**src/rtl/sfifo_rd_skid_pkg.sv**
```systemverilog
// Shared types for the show-ahead FIFO read-side skid stage.
// The state encoding equals the number of buffered words.
package sfifo_rd_skid_pkg;

    typedef enum logic [1:0] {
        ST_EMPTY = 2'd0,
        ST_ONE   = 2'd1,
        ST_TWO   = 2'd2
    } state_e;

endpackage

```
**src/rtl/sfifo_rd_skid_cnt.sv**
```systemverilog
// Wrapping event counter with a 0..3 increment per clock.
// Used for both the delivered-word and the flushed-word tallies.
module sfifo_rd_skid_cnt #(
    parameter int NBITS = 16
) (
    input  logic             clk,
    input  logic             rst,
    input  logic [1:0]       inc,
    output logic [NBITS-1:0] cnt
);

    logic [NBITS-1:0] cnt_q;
    logic [NBITS-1:0] cnt_d;

    always_comb begin
        cnt_d = cnt_q + NBITS'(inc);
    end

    always_ff @(posedge clk) begin
        if (rst) begin
            cnt_q <= '0;
        end else begin
            cnt_q <= cnt_d;
        end
    end

    assign cnt = cnt_q;

endmodule

```
**src/rtl/sfifo_rd_skid.sv**
```systemverilog
// Drains a show-ahead FIFO into a registered valid/ready stream through a
// main + skid register pair, keeping fifo_rd independent of dout_ready.
module sfifo_rd_skid
    import sfifo_rd_skid_pkg::*;
#(
    parameter int WIDTH     = 12,
    parameter int CNT_NBITS = 16
) (
    input  logic                 clk,
    input  logic                 rst,
    input  logic                 fifo_empty,
    input  logic [WIDTH-1:0]     fifo_dout,
    output logic                 fifo_rd,
    output logic                 dout_valid,
    output logic [WIDTH-1:0]     dout,
    input  logic                 dout_ready,
    input  logic                 flush,
    output logic [1:0]           level,
    output logic [CNT_NBITS-1:0] xfer_cnt,
    output logic [CNT_NBITS-1:0] drop_cnt
);

    state_e           state_q;
    state_e           state_d;
    logic [WIDTH-1:0] main_data_q;
    logic [WIDTH-1:0] main_data_d;
    logic [WIDTH-1:0] skid_data_q;
    logic [WIDTH-1:0] skid_data_d;

    logic             main_v;
    logic             skid_v;
    logic             xfer;
    logic [1:0]       xfer_inc;
    logic [1:0]       drop_inc;

    assign main_v     = (state_q != ST_EMPTY);
    assign skid_v     = (state_q == ST_TWO);
    assign xfer       = main_v & dout_ready;
    assign level      = state_q;
    assign dout_valid = main_v;
    assign dout       = main_data_q;

    // The pop decision only looks at registered occupancy, never at dout_ready.
    assign fifo_rd    = ~fifo_empty & ~skid_v & ~flush & ~rst;

    always_comb begin
        state_d     = state_q;
        main_data_d = main_data_q;
        skid_data_d = skid_data_q;
        if (flush) begin
            state_d = ST_EMPTY;
        end else begin
            case (state_q)
                ST_EMPTY: begin
                    if (fifo_rd) begin
                        state_d     = ST_ONE;
                        main_data_d = fifo_dout;
                    end
                end
                ST_ONE: begin
                    if (fifo_rd && xfer) begin
                        main_data_d = fifo_dout;
                    end else if (fifo_rd) begin
                        state_d     = ST_TWO;
                        skid_data_d = fifo_dout;
                    end else if (xfer) begin
                        state_d = ST_EMPTY;
                    end
                end
                ST_TWO: begin
                    if (xfer) begin
                        state_d     = ST_ONE;
                        main_data_d = skid_data_q;
                    end
                end
                default: begin
                    state_d = ST_EMPTY;
                end
            endcase
        end
    end

    always_ff @(posedge clk) begin
        if (rst) begin
            state_q     <= ST_EMPTY;
            main_data_q <= '0;
            skid_data_q <= '0;
        end else begin
            state_q     <= state_d;
            main_data_q <= main_data_d;
            skid_data_q <= skid_data_d;
        end
    end

    // A handshake during flush still counts as delivered, not dropped.
    assign xfer_inc = {1'b0, xfer};
    assign drop_inc = flush ? (level - {1'b0, xfer}) : 2'd0;

    sfifo_rd_skid_cnt #(
        .NBITS (CNT_NBITS)
    ) u_xfer_cnt (
        .clk (clk),
        .rst (rst),
        .inc (xfer_inc),
        .cnt (xfer_cnt)
    );

    sfifo_rd_skid_cnt #(
        .NBITS (CNT_NBITS)
    ) u_drop_cnt (
        .clk (clk),
        .rst (rst),
        .inc (drop_inc),
        .cnt (drop_cnt)
    );

endmodule

```
**config.mk**
```make
export PLATFORM = sky130hd
export DESIGN_NAME = sfifo_rd_skid
export DESIGN_NICKNAME = d
export VERILOG_FILES = /design/src/rtl/sfifo_rd_skid_pkg.sv /design/src/rtl/sfifo_rd_skid_cnt.sv /design/src/rtl/sfifo_rd_skid.sv
export SDC_FILE = /design/constraint.sdc
export NUM_CORES = 1
export LEC_CHECK = 0
export BUFFER_PORTS_ARGS = -buffer_cell sky130_fd_sc_hd__buf_2
export CAP_MARGIN = 20
export CORE_AREA = 3 3 77 79
export DETAILED_ROUTE_END_ITERATION = 8
export DIE_AREA = 0 0 80 82
export GPL_ROUTABILITY_DRIVEN = 0
export PLACE_DENSITY = 0.74
export SLEW_MARGIN = 30
export SYNTH_ARGS = -nofsm -noshare
export SYNTH_HDL_FRONTEND = slang
export SYNTH_SLANG_ARGS = --single-unit
export TNS_END_PERCENT = 5
```
**constraint.sdc**
```tcl
create_clock -name clk -period 3.1 [get_ports clk]
set_clock_uncertainty 0.15 [all_clocks]
set_input_delay 0.62 -clock clk [delete_from_list [all_inputs] [get_ports clk]]
set_output_delay 0.62 -clock clk [all_outputs]
set_load 0.03 [all_outputs]
```
==> results of run 1 <==
[per-stage QoR]
| stage | worst slack, ns | instances | area [µm²] |
|---|---|---|---|
| after floorplan | 0.0978 | 280 | 2660 |
| after global placement | 0.116 | 413 | 3090 |
| after detailed placement | 0.0755 | 413 | 3090 |
| after CTS | 0.246 | 428 | 3290 |
| after global routing | 0.0343 | 428 | 3290 |
| final | 0.269 | 428 | 3290 |
[metal layers]
| metal | global-route usage [%] | vias to the layer above | share of wire (%) |
|---|---|---|---|
| met4 | 10.6 | 0 | 2.0 |
| li1 | - | 1109 | - |
| met3 | 4.39 | 9 | 6.3 |
| met1 | 23.8 | 1039 | 47 |
| met2 | 27.6 | 67 | 45 |
| met5 | 0 | - | 0 |
[worst reg2reg max path, delay by kind of cell (launching register included)]
| kind | cells | cell delay [ns] |
|---|---|---|
| adders and majority gates | 3 | 0.84 |
| DFF | 1 | 0.31 |
| buffers and inverters | 2 | 0.26 |
| and+or+nand+nor | 6 | 1.00 |
| xor gates and xnor gates | 1 | 0.14 |
[cells in the mapped netlist, types with 2 or more instances]
master,instances,area share (%)
sky130_fd_sc_hd__xor2_1,6,2.0
sky130_fd_sc_hd__buf_1,4,0.57
sky130_fd_sc_hd__nor2b_1,9,2.1
sky130_fd_sc_hd__or3_1,2,0.47
sky130_fd_sc_hd__o21ai_0,2,0.38
sky130_fd_sc_hd__nand4_1,3,0.71
sky130_fd_sc_hd__mux2_2,5,2.1
sky130_fd_sc_hd__xnor2_1,16,5.3
sky130_fd_sc_hd__a311oi_1,4,1.3
sky130_fd_sc_hd__a311oi_2,8,4.5
sky130_fd_sc_hd__dfxtp_1,58,44
sky130_fd_sc_hd__nor2_1,49,6.9
sky130_fd_sc_hd__a21oi_1,16,3.0
sky130_fd_sc_hd__mux2i_1,25,9.4
sky130_fd_sc_hd__ha_1,5,2.4
sky130_fd_sc_hd__and2_1,2,0.47
sky130_fd_sc_hd__nand2_1,10,1.4
sky130_fd_sc_hd__inv_1,10,1.4
sky130_fd_sc_hd__nor4_1,2,0.47
sky130_fd_sc_hd__buf_2,6,1.1
sky130_fd_sc_hd__clkbuf_1,3,0.42
sky130_fd_sc_hd__nor3_1,8,1.5
sky130_fd_sc_hd__nand3_1,12,2.3
[power groups by stage]
stage	combinational, mW	sequential [mW]	clock, mW
finish	0.137	0.765	0.715
detailed placement	0.137	0.782	0
CTS	0.137	0.765	0.733
global placement	0.134	0.781	0
floorplan	0.0695	0.806	0
global route	0.148	0.767	0.766
[cell usage in the layout, fill, tap and decap left out, types with 2 or more instances in the layout]
cell / n
sky130_fd_sc_hd__inv_1: 10
sky130_fd_sc_hd__dfxtp_1: 58
sky130_fd_sc_hd__or3_1: 2
sky130_fd_sc_hd__a21oi_1: 16
sky130_fd_sc_hd__xnor2_1: 16
sky130_fd_sc_hd__buf_2: 64
sky130_fd_sc_hd__nand3_1: 12
sky130_fd_sc_hd__nand2_1: 10
sky130_fd_sc_hd__o21ai_0: 2
sky130_fd_sc_hd__mux2i_1: 25
sky130_fd_sc_hd__and2_1: 2
sky130_fd_sc_hd__nor2b_1: 9
sky130_fd_sc_hd__a311oi_1: 4
sky130_fd_sc_hd__buf_4: 11
sky130_fd_sc_hd__xor2_1: 6
sky130_fd_sc_hd__nor3_1: 8
sky130_fd_sc_hd__a311oi_2: 8
sky130_fd_sc_hd__nor2_1: 49
sky130_fd_sc_hd__nand4_1: 3
sky130_fd_sc_hd__mux2_2: 5
sky130_fd_sc_hd__nor4_2: 2
sky130_fd_sc_hd__ha_1: 5
sky130_fd_sc_hd__clkbuf_8: 12
[flip-flops by register name, indices dropped and copies added, names as in the netlist]
name,cells
u_xfer_cnt.cnt,16
dout,12
u_drop_cnt.cnt,16
skid_data_q,12
level,2
[kinds of logic (layout without fill, tap and decap cells)]
| kind of cell | Yosys count | count (layout) | synth area share [%] |
|---|---|---|---|
| buf+inv | 25 | 101 | 4.11 |
| flops | 58 | 58 | 43.8 |
| xor+xnor | 22 | 22 | 7.27 |
| fa+ha+maj | 6 | 6 | 3.11 |
| compound gates | 33 | 33 | 10.9 |
| mux | 30 | 30 | 11.6 |
| simple gates | 106 | 106 | 19.3 |
[final cells by class]
cell class,count,area (µm²)
fill,507,2120
multi-input combinational,197,1390
sequential,58,1160
timing repair buffer,75,403
clock buffer,13,169
tap,72,90.1
inverter,11,41.3
clock inverter,2,35.0
[worst max path at each step]
stage,to,cells after the start
global route,u_drop_cnt.cnt[8],12
finish,u_drop_cnt.cnt[8],12
global placement,u_drop_cnt.cnt[14],11
floorplan,u_drop_cnt.cnt[14],11
detailed placement,u_drop_cnt.cnt[14],11
CTS,u_drop_cnt.cnt[14],11
==> flow_summary.json, run 1 <==
{
  "routed_wl_um": 5670,
  "asyncSetResetFlopFracSynth_pct": 0,
  "worst_path_largest_cell_delay_ns": 0.41,
  "dpl.hpwl_um": 4010,
  "fin_hold_ws_ns": 0.340,
  "power_density_nw_per_um2": 492,
  "design.die.area_um2": 6560,
  "cts_setup_buffers": 0,
  "initial_core_util_pct": 49.1,
  "worst_ir_drop_vdd_v": 0.000383,
  "reg2reg_depth": 12,
  "max-slew-margin-rel_pct": 59.5,
  "h-tree-depth": 3,
  "grt_max_degree": 56,
  "rsz0062_at_grt": "false",
  "routed-via-count": 2224,
  "cp_data_arrival_time_ns": 2.88,
  "wire_per_inst_um": 13.3,
  "path_clk_slew_ns": 0.06,
  "global_route_wire_length_before_repair_um": 9160,
  "power.switching_uw": 379,
  "resized_cells_post_cts": 0,
  "hold_path_startpoint": "skid_data_q[0]",
  "finalCritPeriodShare_pct": 91.3,
  "numClockSinks": 58,
  "netlist_instances": 280,
  "num_rows": 27,
  "post_synth_num_cell_types": 38,
  "syn-cell-area_um2": 2650,
  "die_width_um": 80,
  "clkPwrFrac_pct": 44.2,
  "io_pins": 65,
  "r2r-start": "level[1]",
  "startpoint_type": "flip-flop",
  "timing.critical_path.slowest_stage_cell": "sky130_fd_sc_hd__fa_1",
  "grtUsageTotal_pct": 18.3,
  "combinationalPowerShare_pct": 8.5,
  "syn_nets": 303,
  "post_route_cells_drive_above_1_share_pct": 30.3,
  "cts-buffers-inserted": 9,
  "antennaDiodeCount": 0,
  "power.internal_mw": 1.24,
  "whs_path_depth": 2,
  "max_freq_ghz": 0.353,
  "floorplan.core_area_um2": 5410,
  "yosys_most_used_dff": "sky130_fd_sc_hd__dfxtp_1",
  "final_util_pct": 60.9,
  "finalWorstPathRequiredPeriod_ns": 2.83,
  "timing.critical_path.to_type": "flip-flop",
  "postRouteAntennaNets": 0,
  "p_leak_nw": 1.54,
  "drtIter0Drc": 80,
  "final.setup.tns_ns": 0,
  "syn2layout_area_growth_pct": 24.1,
  "number_of_global_route_vias_before_repair": 1983,
  "power.sequential.fraction_pct": 47.3,
  "crit_required_ns": 3.15,
  "finalSetupViolations": 0,
  "synth_seq_area_share_pct": 43.8,
  "power_switching_share_pct": 23.4,
  "worstSkewPairLatency_ns": 0.33,
  "crit_path_max_fanout": 4,
  "firstDrtPassIters": 4,
  "critical_path.n_buffers_inverters": 2,
  "yosys_warnings": 0,
  "floorplan.die.height_um": 82,
  "max-cap-violations": 0,
  "critical-path-top-delay-family": "simple AND/OR/NAND/NOR gates",
  "total_power_mw": 1.62,
  "run_status": "finished clean",
  "nets": 375,
  "yosys_register_bits": 58,
  "worst-r2r-setup-slack_ns": 0.27,
  "routed_via_density": 5.20,
  "worst_path_most_repeated_cell": "sky130_fd_sc_hd__nor2_1",
  "clock-root-buffer": "sky130_fd_sc_hd__clkbuf_8",
  "worstReg2RegEnd": "u_drop_cnt.cnt[8]",
  "hold_viol_final": 0,
  "overflow": 0,
  "cts_hold_buffers": 0,
  "setup.worst_path.start": "level[1]",
  "tritoncts": "yes",
  "syn_area_per_cell_um2": 9.47,
  "finalMaxSlewViolations": 0,
  "drc": 0,
  "antenna_found_initial": 0,
  "edff_count_synth": 0,
  "cp_cell_sequence": "or2_4, and2_1, ha_1, nor2_1, ha_1, inv_1, fa_1, nand4b_1, buf_4, nor2_1, xnor2_1, nor2_1",
  "timing_worst_setup_path_type": "flip-flop to flip-flop",
  "hold_class": "flip-flop to flip-flop",
  "min_delay_endpoint": "skid_data_q[0]",
  "worst-slew-pin-transition_ns": 0.608,
  "io_buffer_count": 64,
  "cts_buffer_depth": 2
}
(Power assumes the default switching activity.)
==> run 2: changes to the inputs <==
--- a/config.mk
+++ b/config.mk
@@ -5,13 +5,14 @@
 export SDC_FILE = /design/constraint.sdc
 export NUM_CORES = 1
 export LEC_CHECK = 0
+export ABC_AREA = 1
 export BUFFER_PORTS_ARGS = -buffer_cell sky130_fd_sc_hd__buf_2
 export CAP_MARGIN = 20
-export CORE_AREA = 3 3 77 79
+export CORE_AREA = 3 3 81 83
 export DETAILED_ROUTE_END_ITERATION = 8
-export DIE_AREA = 0 0 80 82
+export DIE_AREA = 0 0 84 86
 export GPL_ROUTABILITY_DRIVEN = 0
-export PLACE_DENSITY = 0.74
+export PLACE_DENSITY = 0.72
 export SLEW_MARGIN = 30
 export SYNTH_ARGS = -nofsm -noshare
 export SYNTH_HDL_FRONTEND = slang
==> run 2 against run 1 <==
  * Core utilization down 1.9 points
  * Global-route usage grew 1.1 points
  * Worst hold slack got worse by 0.0078 ns
  * Largest power group is now clock
  * Highest routed layer unchanged
==> flow_summary.json, run 2 <==
{
  "run_status": "finished clean",
  "yosys_most_used_dff": "sky130_fd_sc_hd__dfxtp_1",
  "cp_data_arrival_time_ns": 2.79,
  "max-cap-violations": 0,
  "number_of_global_route_vias_before_repair": 2565,
  "post_route_cells_drive_above_1_share_pct": 24.8,
  "placed_area_um2": 3220,
  "post_synth_num_cell_types": 31,
  "max-slew-margin-rel_pct": 56.3,
  "worst_path_most_repeated_cell": "sky130_fd_sc_hd__nor2_1",
  "cts_setup_buffers": 0,
  "layout_commonest_cell": "sky130_fd_sc_hd__nand2_1",
  "timing_worst_setup_path_type": "flip-flop to flip-flop",
  "floorplan.core_area_um2": 5920,
  "tritoncts": "yes",
  "worst_ir_drop_vdd_v": 0.000279,
  "antenna_found_initial": 0,
  "die_width_um": 84,
  "antennaDiodeCount": 0,
  "yosys_warnings": 0,
  "timing.critical_path.slowest_stage_cell": "sky130_fd_sc_hd__fa_1",
  "hold_viol_final": 0,
  "routed-via-count": 2708,
  "critical_path.n_buffers_inverters": 2,
  "postRouteAntennaNets": 0,
  "design.die.area_um2": 7220,
  "synth_seq_area_share_pct": 40.1,
  "power_density_nw_per_um2": 519,
  "commonest_cells_in_the_synthesized_netlist": "sky130_fd_sc_hd__nand2_1 (89), sky130_fd_sc_hd__nor2_1 (63), sky130_fd_sc_hd__dfxtp_1 (58)",
  "finalMaxSlewViolations": 0,
  "routed_via_density": 4.88,
  "overflow": 0,
  "crit_required_ns": 3.18,
  "worstSkewPairLatency_ns": 0.34,
  "p_leak_nw": 1.60,
  "synthDominantCellAreaShare_pct": 40.1,
  "final_cell_area_um2": 3490,
  "synthDominantAreaCellType": "sky130_fd_sc_hd__dfxtp_1",
  "drc": 0,
  "syn_area_per_cell_um2": 7.05,
  "worst-slew-pin-transition_ns": 0.654,
  "finalSetupViolations": 0,
  "routed_wl_um": 6510,
  "path_clk_slew_ns": 0.07,
  "worst-r2r-setup-slack_ns": 0.39,
  "syn2layout_area_growth_pct": 20.6,
  "startpoint_type": "flip-flop",
  "syn-cell-area_um2": 2900,
  "io_buffer_count": 64,
  "placement.setup.worst_slack_ns": 0.111,
  "final_util_pct": 59.0,
  "sequential_cell_area_um2": 1160,
  "final_cell_count_no_fill": 555,
  "cts_buffer_depth": 2,
  "max_freq_ghz": 0.369,
  "fin_hold_ws_ns": 0.333,
  "h-tree-depth": 3,
  "rsz0062_at_grt": "false",
  "multi_input_comb_area_um2": 1420,
  "placed_cells_incl_taps": 539,
  "firstDrtPassIters": 5,
  "edff_count_synth": 0,
  "critical-path-top-delay-family": "simple AND/OR/NAND/NOR gates",
  "clock-root-buffer": "sky130_fd_sc_hd__clkbuf_8",
  "total_power_mw": 1.81,
  "grt_max_degree": 29,
  "yosysMostFrequentCell": "sky130_fd_sc_hd__nand2_1",
  "yosys_register_bits": 58,
  "floorplan.die.height_um": 86,
  "numClockSinks": 58,
  "cts-buffers-inserted": 9,
  "hold_class": "flip-flop to flip-flop",
  "finalCritPeriodShare_pct": 87.5,
  "worst_path_largest_cell_delay_ns": 0.46,
  "asyncSetResetFlopFracSynth_pct": 0,
  "layout_common_cells": "sky130_fd_sc_hd__nand2_1 (89), sky130_fd_sc_hd__buf_2 (64), sky130_fd_sc_hd__nor2_1 (63), sky130_fd_sc_hd__dfxtp_1 (57), sky130_fd_sc_hd__inv_1 (49)",
  "grtUsageTotal_pct": 19.4,
  "nets": 498,
  "num_rows": 28,
  "timing.critical_path.to_type": "flip-flop",
  "n_fill_cell": 570,
  "global_route_wire_length_before_repair_um": 11400,
  "syn_nets": 434,
  "io_pins": 65,
  "wire_per_inst_um": 11.7,
  "crit_path_max_fanout": 6,
  "drtIter0Drc": 159,
  "dpl.hpwl_um": 4600,
  "final.setup.tns_ns": 0,
  "yosys-top-cells-area": "sky130_fd_sc_hd__dfxtp_1 (40%), sky130_fd_sc_hd__nand2_1 (12%), sky130_fd_sc_hd__nor2_1 (8.2%), sky130_fd_sc_hd__inv_1 (6.3%), sky130_fd_sc_hd__a21oi_1 (4.5%)",
  "finalWorstPathRequiredPeriod_ns": 2.71,
  "initial_core_util_pct": 48.9,
  "netlist_instances": 411,
  "cp_cell_sequence": "inv_2, a21oi_2, ha_1, nor2_1, nor3_2, inv_1, fa_1, nor2_1, nand3_1, nor2_1, a21oi_1, o21a_1",
  "final.setup.worst_slack_ns": 0.389
}
[run 2: cells by family (layout without fill, tap and decap cells)]
kind of cell | count (synthesis) | count (layout) | synth area share (%)
buffers and inverters | 68 | 137 | 11.0
AND/OR/NAND/NOR | 215 | 215 | 32.9
adder cells (fa/ha/maj) | 6 | 6 | 2.85
flip-flops | 58 | 58 | 40.1
AO/OA/AOI/OAI | 62 | 62 | 12.5
XOR/XNOR | 2 | 2 | 0.605
[run 2: final timing paths]
| check | start | to | depth (start not counted) |
|---|---|---|---|
| min | dout[11] | dout[11] | 2 |
| min reg2reg | dout[11] | dout[11] | 2 |
| max reg2reg | level[1] | u_drop_cnt.cnt[12] | 12 |
| max | level[1] | u_drop_cnt.cnt[12] | 12 |
[run 2: routing by layer]
metal / up-vias / track usage (%) / share of wire (%)
met5: - / 0 / 0
met4: 0 / 9.94 / 1.9
met3: 12 / 4.80 / 5.7
met2: 72 / 32.2 / 47
met1: 1188 / 23.4 / 45
li1: 1436 / - / -
[run 2: area by class of cell]
class / instances / area share [%]
multi-input cells: 285 / 40.7
flip-flops and latches: 58 / 33.3
repair buffers: 67 / 9.82
inverters: 54 / 5.88
clock buffers: 11 / 4.05
clock inverters: 5 / 3.58
well taps: 75 / 2.69
[run 2: report_power, final]
group | switching, mW | internal [mW]
sequential | 0.00617 | 0.755
clock | 0.300 | 0.636
combinational | 0.0770 | 0.0380
total | 0.383 | 1.43
[run 2: repair_timing]
action | 4_1_cts | 5_1_grt
hold buffers | 0 | 0
endpoints found under the setup margin | 0 | 2
resized for setup | 0 | 2
[run 2: worst min-delay path: cells and delay by family (launching register included)]
kind	cells	cell delay, ns
flops	1	0.33
compound gates	1	0.04
simple gates	1	0.08
